==> src/rtl/pooled_fmap_stream_reader.sv <==
// Streams a 32ch x 16x16 pooled feature map of 4-bit activations out of MRAM.
// Each 32-bit word holds eight nibbles, most significant nibble first.
module pooled_fmap_stream_reader (
  input  logic        clk,
  input  logic        reset,
  input  logic        start,
  output logic        busy,
  output logic        done,
  output logic        pool_start,
  input  logic        pool_done,
  output logic        mram_en_b,
  output logic [9:0]  mram_addr_b,
  input  logic [31:0] mram_dout,
  output logic        m_valid,
  input  logic        m_ready,
  output logic [3:0]  m_data,
  output logic        m_last,
  output logic [4:0]  m_ch,
  output logic [3:0]  m_row,
  output logic [3:0]  m_col
);

  typedef enum logic [2:0] {
    IDLE, POOL_START, WAIT_POOL, FETCH, LATCH, STREAM, DONE
  } state_t;

  state_t      state, state_next;
  logic [9:0]  word_idx;
  logic [2:0]  nib_idx;
  logic [31:0] word_reg;
  logic [12:0] flat;
  logic        hs, word_end, map_end;

  // NOTE: every signal assigned in always_comb gets a default first, so no path leaves it unassigned and no latch is inferred.
  always_comb begin
    hs         = (state == STREAM) && m_ready;
    word_end   = (nib_idx == 3'd7);
    map_end    = word_end && (word_idx == 10'd1023);
    state_next = state;
    case (state)
      IDLE:       if (start) state_next = POOL_START;
      POOL_START: state_next = WAIT_POOL;
      WAIT_POOL:  if (pool_done) state_next = FETCH;
      FETCH:      state_next = LATCH;
      LATCH:      state_next = STREAM;
      STREAM:     if (hs && word_end) state_next = map_end ? DONE : FETCH;
      DONE:       state_next = IDLE;
      default:    state_next = IDLE;
    endcase
  end

  // NOTE: sequential state uses non-blocking assignments so every register samples pre-edge values.
  always_ff @(posedge clk or posedge reset) begin
    if (reset) begin
      state    <= IDLE;
      word_idx <= '0;
      nib_idx  <= '0;
      word_reg <= '0;
    end else begin
      state <= state_next;
      case (state)
        POOL_START: begin
          word_idx <= '0;
          nib_idx  <= '0;
        end
        LATCH: word_reg <= mram_dout;
        STREAM: begin
          if (hs) begin
            if (!word_end) begin
              nib_idx <= nib_idx + 3'd1;
            end else if (!map_end) begin
              // The final element keeps its indices so the tag stays (31,15,15).
              nib_idx  <= '0;
              word_idx <= word_idx + 10'd1;
            end
          end
        end
        default: ;
      endcase
    end
  end

  assign flat        = {word_idx, nib_idx};
  assign busy        = (state != IDLE);
  assign done        = (state == DONE);
  assign pool_start  = (state == POOL_START);
  assign mram_en_b   = (state == FETCH);
  assign mram_addr_b = (state == FETCH) ? word_idx : 10'd0;
  assign m_valid     = (state == STREAM);
  assign m_last      = (state == STREAM) && map_end;
  assign m_data      = word_reg[5'd31 - {nib_idx, 2'b00} -: 4];
  assign m_ch        = flat[12:8];
  assign m_row       = flat[7:4];
  assign m_col       = flat[3:0];

endmodule
==> config.mk <==
export PLATFORM = sky130hd
export DESIGN_NAME = pooled_fmap_stream_reader
export DESIGN_NICKNAME = d
export VERILOG_FILES = /design/src/rtl/pooled_fmap_stream_reader.sv
export SDC_FILE = /design/constraint.sdc
export NUM_CORES = 1
export LEC_CHECK = 0
export CORE_UTILIZATION = 52
export CTS_CLUSTER_DIAMETER = 200
export DETAILED_ROUTE_END_ITERATION = 10
export PLACE_DENSITY = 0.93
export SYNTH_ARGS = -nofsm -noshare
export SYNTH_HDL_FRONTEND = slang
export SYNTH_SLANG_ARGS = --single-unit
==> constraint.sdc <==
create_clock -name clk -period 4.2 [get_ports clk]
set_input_delay 1.05 -clock clk [delete_from_list [all_inputs] [get_ports clk]]
set_output_delay 1.05 -clock clk [all_outputs]
set_load 0.01 [all_outputs]
==> impl_metrics.tcl, run 1 <==
set metrics [dict create \
    hold_class "register to register" \
    synthDominantCellAreaShare 0.470 \
    dieWidth_um 72.1 \
    worst_setup_path_startpoint "nib_idx[0]" \
    regArea_um2 1200 \
    synth_flop_cell "sky130_fd_sc_hd__dfrtp_1" \
    startpoint_type "register" \
    yosysWarnings 0 \
    first_global_vias 1831 \
    power.density_nw_per_um2 542 \
    setup-violations-final 0 \
    crit_path_frequent_cell "sky130_fd_sc_hd__ha_1" \
    regToRegStartpoint "nib_idx[0]" \
    setup.worst_path.end "m_last" \
    portBuffers 69 \
    core.rowCount 25 \
    largest_net_degree_at_the_start_of_global_routing 49 \
    wl_per_cell_um 16.5 \
    result_of_the_run "completed" \
    global_route_total_usage_across_every_layer 0.232 \
    slowest_delay_ns 0.75 \
    antenna_violations_before_repair 0 \
    post_synth_top_area_cell "sky130_fd_sc_hd__dfrtp_1" \
    syn-mean-instance-area_um2 12.6 \
    report.final.slew_viol_count 0 \
    dp_hpwl_um 3980 \
    dpl_cell_area_um2 3270 \
    routed-via-count 1912 \
    cts_max_level 2 \
    die_area_um2 5200 \
    initial_utilization 0.541 \
    max_freq_mhz 269 \
    coreArea_um2 4720 \
    die_height_um 72.1 \
    top_level_ports 70 \
    grt_overflow 0 \
    synth.most_common_cell "sky130_fd_sc_hd__dfrtp_1" \
    cts_buffers 5 \
    max-clock-path-buffers 2 \
    cp-end-kind "output port" \
    final.setup_skew_ns 0.00843 \
    maxSlewHeadroom 0.339 \
    synth-seq-area-share 0.470 \
    gp_routability_congestion 0.854 \
    worst_r2r_path_depth 6 \
    ctsHoldBuffers 0 \
    largest_voltage_drop_on_the_vdd_net_mv 0.332 \
    drt-initial-drc-count 144 \
    antenna_cells_inserted 0 \
    final.fill_count 317 \
    top_post_synthesis_cells_by_count "sky130_fd_sc_hd__dfrtp_1 (48), sky130_fd_sc_hd__mux2_2 (35), sky130_fd_sc_hd__and2_1 (9), sky130_fd_sc_hd__inv_1 (8), sky130_fd_sc_hd__mux4_2 (8)" \
    grt_pass1_wl_um 9180 \
    drtAntennaViolNets 0 \
    fin_tns_setup_ns 0 \
    finalWirelength_um 5510 \
    finished_cell_area_um2 3350 \
    reg_to_reg_slack_setup_ns 1.83 \
    clk_pin_slew_ns 0.09 \
    crit_path_cell_trace "ha_1, ha_1, nand4_1, nor4_1, clkdlybuf4s50_1" \
    synthesis.nets 242 \
    areaGrowthSynthToFinish_pct 31.0 \
    crit-reg2reg-capture "word_idx[9]" \
    critPathMaxFanout 12 \
    final_layout_size_suffix_gt1_frac 0.239 \
    static-leakage-power_nw 1.33 \
    max-cap-violations 0 \
    synth.cell_area_um2 2550 \
    worstSetupPathType "register to output port" \
    syn_inst 202 \
    synthDistinctLibCells 48 \
    cts_repair_resize_count 0 \
    synth-seq-cells 48 \
    largest_register_ffs 32 \
    timing.final.hold_violations 0 \
    cp_data_required_time_ns 3.15 \
    num-nets-final 308 \
    worst_pin_slew_ns 0.990 \
    worst_skew_pair.late_latency_ns 0.30 \
    worst_ep_arrival_time_ns 2.66 \
    post_synth_edffs 0 \
    cts_tree "done" \
    drt_first_pass_iters 4 \
    multi_input_area_um2 1250 \
    post-cts-setup-buffers 0 \
    synth.top_cells.by_area "sky130_fd_sc_hd__dfrtp_1 (47%), sky130_fd_sc_hd__mux2_2 (15%), sky130_fd_sc_hd__mux4_2 (7.1%)" \
    crit_slowest_cell "sky130_fd_sc_hd__dfrtp_1" \
    drc_violations_left 0 \
    fin_crit_sh 0.883 \
    finalCriticalPeriod_ns 3.71 \
    rsz0062_at_grt "false" \
    cts_num_sinks 48 \
    ys_async_sr_fraction 1.00 \
    clock-root-buffer "sky130_fd_sc_hd__clkbuf_8" \
    routed_via_density 5.71 \
]
[worst min path at each step]
stage	startpoint	to	slack (ns)	cells after the start
4_1_cts	word_reg[5]	word_reg[5]	0.52	1
2_1_floorplan	word_reg[14]	word_reg[14]	0.45	1
5_1_grt	word_reg[7]	word_reg[7]	0.53	1
6_report	word_reg[5]	word_reg[5]	0.51	1
3_3_place_gp	word_reg[29]	word_reg[29]	0.48	1
3_5_place_dp	word_reg[30]	word_reg[30]	0.49	1
[logic make-up after synthesis]
group                    count (synthesis)  synth area share
AO/OA/AOI/OAI                           32            0.0867
flip-flops                              48             0.470
buffers and inverters                   19            0.0421
adder cells (fa/ha/maj)                  3            0.0147
multiplexers                            45             0.233
XOR/XNOR                                 1           0.00343
AND/OR/NAND/NOR                         54             0.150
[area by class of cell]
cell class,instances,share of cell area
clock buffers,5,0.0206
inverters,8,0.00897
well taps,67,0.0250
flip-flops and latches,48,0.359
multi-input cells,135,0.374
repair buffers,70,0.209
clock inverters,2,0.00374
[power by group]
group | switching (mW) | internal, mW
clock network | 0.149 | 0.113
logic | 0.273 | 0.467
registers | 0.168 | 0.644
[routing by layer]
metal | global-route usage | share of wire | up-vias
met5 | 0 | 0 | -
met4 | 0.105 | 0.025 | 0
met1 | 0.315 | 0.44 | 949
li1 | - | - | 891
met3 | 0.0417 | 0.042 | 14
met2 | 0.364 | 0.49 | 58
[worst max-delay path, delay by kind of cell, from the launching register on]
family                   cells  cell delay (ns)
adder cells (fa/ha/maj)      2             0.54
buffers and inverters        1             0.60
flip-flops                   1             0.75
AND/OR/NAND/NOR              2             0.46
[stage by stage]
| step | power [mW] | util | hold slack (ns) | std cells | worst slack, ns |
|---|---|---|---|---|---|
| 6_report | 1.81 | 0.709 | 0.513 | 335 | 0.489 |
| 5_1_grt | 1.93 | 0.709 | 0.525 | 335 | 0.277 |
| 4_1_cts | 1.82 | 0.709 | 0.516 | 335 | 0.472 |
| 3_5_place_dp | 1.56 | 0.691 | 0.493 | 328 | 0.818 |
| 3_3_place_gp | 1.52 | 0.691 | 0.485 | 328 | 0.883 |
| 2_1_floorplan | 1.31 | - | 0.453 | 202 | 1.67 |
[layout by cell type, fill, tap and decap left out, drive strengths merged, types with 2 or more instances in the layout]
master         synthesis  layout
mux4                   8       8
nand3                  6       6
o31ai                  5       5
and2                   9       9
clkbuf                 3       5
inv                    8       8
and3                   3       3
mux2                  36      36
a41oi                  3       3
nand4                  6       6
o21ai                  8       8
o21bai                 2       2
nor4                   3       3
nor2                   2       2
a21oi                  7       7
clkdlybuf4s50          0      69
nand2                  7       7
nor3                   5       5
ha                     3       3
dfrtp                 48      48
or4                    4       4
or3                    3       3
No activity file was read; power rests on OpenSTA's default activity.
==> inputs of run 2 (changes only) <==
TNS_END_PERCENT = 5   (was default)
==> results of run 2 <==
Final layout, timing and power as in run 1 (identical DEF).
==> inputs of run 3 (changes only) <==
ABC_AREA = 0   (was default)
==> results of run 3 <==
Final layout, timing and power as in run 1 (identical DEF).
==> RTL edit 1: new RTL, flow settings as in run 3 <==
The 7 states of `state_t` get a one-hot encoding in 7 bits.
--- a/src/rtl/pooled_fmap_stream_reader.sv
+++ b/src/rtl/pooled_fmap_stream_reader.sv
@@ -20,8 +20,8 @@
   output logic [3:0]  m_col
 );
 
-  typedef enum logic [2:0] {
-    IDLE, POOL_START, WAIT_POOL, FETCH, LATCH, STREAM, DONE
+  typedef enum logic [6:0] {
+    IDLE = 7'b0000001, POOL_START = 7'b0000010, WAIT_POOL = 7'b0000100, FETCH = 7'b0001000, LATCH = 7'b0010000, STREAM = 7'b0100000, DONE = 7'b1000000
   } state_t;
 
   state_t      state, state_next;
Behaviour: no difference found for any inputs over 10 cycles, from zero or initial values and one cycle with reset high; not proved beyond that.
==> RTL edit 1 against run 3 <==
Synthesized area increased by 6.5%; sequential cell count increased by 4; total power decreased by 13%; sequential share of layout area increased by 0.70 points; sequential power decreased by 6.0%; final area increased by 6.4%; routed wire length increased by 11%; worst setup slack got worse by 110 ps.
==> RTL edit 1: results (changes against run 3) <==
status=complete, no violations (unchanged); vias per cell=5.87 (was 5.71); R2R cell count=6 (unchanged); WL per Instance=16.8 um (was 16.5 um); register area share after synthesis=47.9% (was 47.0%); Leak=1.47 nW (was 1.33 nW); Total Nets Final=336 (was 308); Hold EP=word_reg[27] (was word_reg[5]); flip-flop count of the largest register after layout=32 (unchanged); crit path max fanout=11 (was 12); Reg clk slew, reported paths=100 ps; vias in the first global route=2102 (was 1831); CTS Buf Count=5 (unchanged); gp weighted congestion=0.941 (was 0.854); r2r setup slk=2020 ps (was 1830 ps); Yosys cell types=50 (was 48); worst vdd ir=0.308 mV (was 0.332 mV); clk_skew=8.08 ps (was 8.43 ps); Syn Nets=268 (was 242); Area after DPL=3470 um^2 (was 3270 um^2); top cells by area, synth=dfrtp_1, mux2_2, mux4_2 (unchanged); Post-DP HPWL=4570 um (was 3980 um); Reg2Reg Capture Point=word_idx[5] (was word_idx[9]); fraction of layout cells with a size suffix above 1=21.2% (was 23.9%); hold_sp=word_reg[27] (was word_reg[5]); Arr. time, crit path=2770 ps (was 2660 ps); Slew @ Worst Pin=1040 ps (was 990 ps); gr usage total=24.7% (was 23.2%); Post-synth top cells=dfrtp_1, mux2_2, and2_1, nand2_1, mux4_2 (was dfrtp_1, mux2_2, and2_1, inv_1, mux4_2); largest net degree at the start of global routing=53 (was 49); reg-to-reg critical path startpoint=nib_idx[1] (was nib_idx[0]); Detailed Route Iter0 Violations=173 (was 144)
==> RTL edit 1: cell type report <==
| type | count | area, um^2 |
|---|---|---|
| clock inverters | 3 | 22.5 |
| fillers | 363 | 1320 |
| well taps | 67 | 83.8 |
| repair buffers | 72 | 713 |
| clock buffers | 5 | 68.8 |
| multi-input cells | 158 | 1340 |
| flip-flops and latches | 52 | 1300 |
| inverters | 7 | 26.3 |
==> RTL edit 1: through the flow <==
step | instances | util, % | setup WS [ps] | hold WS [ps]
global route | 364 | 72.9 | 138 | 535
CTS | 364 | 72.9 | 361 | 513
detailed placement | 356 | 71.1 | 690 | 490
finish | 364 | 72.9 | 381 | 509
global placement | 356 | 71.1 | 809 | 482
floorplan | 228 | - | 1520 | 474
==> RTL edit 1: how the worst max path moves through the flow <==
stage	slack, ps	end
6_report	380	m_last
5_1_grt	140	m_last
4_1_cts	360	m_last
3_5_place_dp	690	m_last
3_3_place_gp	810	m_last
2_1_floorplan	1520	m_data[0]
==> RTL edit 1: worst max-delay path, stage by stage, from the launching register on <==
cell,delay [ps]
dfrtp_1,680
ha_1,250
ha_1,260
nand4_1,170
nor3_1,350
and2_1,210
clkdlybuf4s50_1,540
==> RTL edit 1: routing by layer <==
layer	vias to the layer above	part of all wire [%]	GRT usage, %
li1	996	-	-
met1	1036	38	28.8
met2	90	53	44.7
met3	13	7.0	5.83
met4	0	2.0	8.60
met5	-	0	0
==> RTL edit 1: logic make-up (layout without fill, tap and decap cells) <==
group                    count (synthesis)  in the layout  synth area share, %
buffers and inverters                   18             87                 2.94
multiplexers                            48             48                 23.0
AO/OA/AOI/OAI                           30             30                 7.73
flip-flops                              52             52                 47.9
XOR/XNOR                                 1              1                0.322
AND/OR/NAND/NOR                         76             76                 16.7
adder cells (fa/ha/maj)                  3              3                 1.38
==> RTL edit 1: power by group <==
part,total [mW],internal [mW],switching [mW]
Combinational,0.522,0.309,0.213
Sequential,0.763,0.638,0.125
Clock,0.287,0.120,0.167
Total,1.57,1.07,0.505
==> RTL edit 2: new RTL, settings of run 3 <==
Without the edit above. Make the reset (`reset`) synchronous in one clocked block.
--- a/src/rtl/pooled_fmap_stream_reader.sv
+++ b/src/rtl/pooled_fmap_stream_reader.sv
@@ -50,7 +50,7 @@
   end
 
   // NOTE: sequential state uses non-blocking assignments so every register samples pre-edge values.
-  always_ff @(posedge clk or posedge reset) begin
+  always_ff @(posedge clk) begin
     if (reset) begin
       state    <= IDLE;
       word_idx <= '0;
Check against the original RTL: differs if reset is asserted again (counterexample within 4 cycles, from zero or initial values and one cycle with reset high); with reset held inactive, the same outputs for 10 cycles.
==> RTL edit 2 against run 3 <==
Synthesized cell count increased by 35%; routed wire length rose by 0.18%; synthesized area is 9.2% lower; worst setup slack gained 120 ps; final area decreased by 7.4%; global-route usage increased by 4.2 points; clock skew fell by 5.5 ps; sequential cell count unchanged.
Power is not compared: it rests on default switching activity, and its combinational part moved more than twofold at a synthesized area within 25%.
==> RTL edit 2: results (changes against run 3) <==
status=complete, no violations (unchanged); max frequency=0.279 GHz (was 0.269 GHz); Post-synth top cells=nand2_1, dfxtp_1, a21oi_1, clkbuf_1, and2_1 (was dfrtp_1, mux2_2, and2_1, inv_1, mux4_2); top cells by area, synth=dfxtp_1, nand2_1, a21oi_1 (was dfrtp_1, mux2_2, mux4_2); predominant post-synthesis flop cell=dfxtp_1 (was dfrtp_1); DP Worst Slack=942 ps (was 818 ps); Reg2Reg Capture Point=word_idx[8] (was word_idx[9]); Port Buffer Count=69 (unchanged); largest net degree at the start of global routing=43 (was 49); Slew @ Worst Pin=1150 ps (was 990 ps); vias in the first global route=2042 (was 1831); r2r setup slk=1750 ps (was 1830 ps); gr usage total=27.3% (was 23.2%); Total Nets Final=372 (was 308); fin cells=382 (was 335); Yosys cell types=42 (was 48); gp weighted congestion=0.859 (was 0.854); CTS resizes=0 (unchanged); fraction of registers with async set/reset=0% (was 100%); Detailed Route Iter0 Violations=141 (was 144); Leak=1.04 nW; global-route wire length before repair=9260 um (was 9180 um); Syn Nets=313 (was 242); clk_skew=2.98 ps (was 8.43 ps); Slowest-stage cell, CP=dfxtp_1 (was dfrtp_1); register area share after synthesis=41.4% (was 47.0%); Mapped Cells=273 (was 202); routed wire length=5520 um (was 5510 um); R2R cell count=7 (was 6); fraction of layout cells with a size suffix above 1=8.73% (was 23.9%); Fill cells=335 (was 317); reg-to-reg critical path startpoint=nib_idx[0] (unchanged); Area after DPL=3000 um^2 (was 3270 um^2); min-delay worst type=flip-flop to flip-flop (unchanged); vias per cell=5.58 (was 5.71)
## RTL edit 2: logic make-up (layout without fill, tap and decap cells)
kind of cell,count (synthesis),count (layout),share of synthesized area [%]
fa+ha+maj,3,3,1.62
flops,48,48,41.4
xor+xnor,4,4,1.51
simple gates,127,127,26.8
buf+inv,21,80,4.04
mux,12,12,9.70
compound gates,58,58,14.9
## RTL edit 2: layer usage
metal	global-route usage [%]	part of all wire, %	vias up
li1	-	-	1061
met1	29.8	37	957
met2	49.3	53	99
met3	5.76	5.9	16
met4	14.5	3.8	0
met5	0	0	-
## RTL edit 2: tightest hold or removal path, delay by kind of cell, from the launching register on
kind,cells,cell delay (ps)
flip-flops,1,320
AND/OR/NAND/NOR,1,50
AO/OA/AOI/OAI,1,50
## RTL edit 2: area by class of cell
class                      instances  area [um^2]  area share [%]
clock buffer                       7         96.3            3.11
tap                               50         62.6            2.02
inverter                           3         11.3           0.363
multi-input combinational        204         1270            41.0
timing repair buffer              70          698            22.5
sequential                        48          961            31.0
## RTL edit 2: how the worst min path moves through the flow
stage	slack, ps	startpoint	cells past startpoint	end
2_1_floorplan	430	word_reg[20]	2	word_reg[20]
5_1_grt	490	word_reg[17]	2	word_reg[17]
3_3_place_gp	440	word_reg[22]	2	word_reg[22]
4_1_cts	460	word_reg[17]	2	word_reg[17]
6_report	460	word_reg[28]	2	word_reg[28]
3_5_place_dp	450	word_reg[17]	2	word_reg[17]
## RTL edit 2: power groups by stage
stage	registers [mW]	logic, mW	clock network, mW
5_1_grt	0.503	0.193	0.315
6_report	0.499	0.176	0.291
4_1_cts	0.499	0.177	0.296
2_1_floorplan	0.494	0.124	0
3_5_place_dp	0.510	0.175	0
3_3_place_gp	0.508	0.170	0
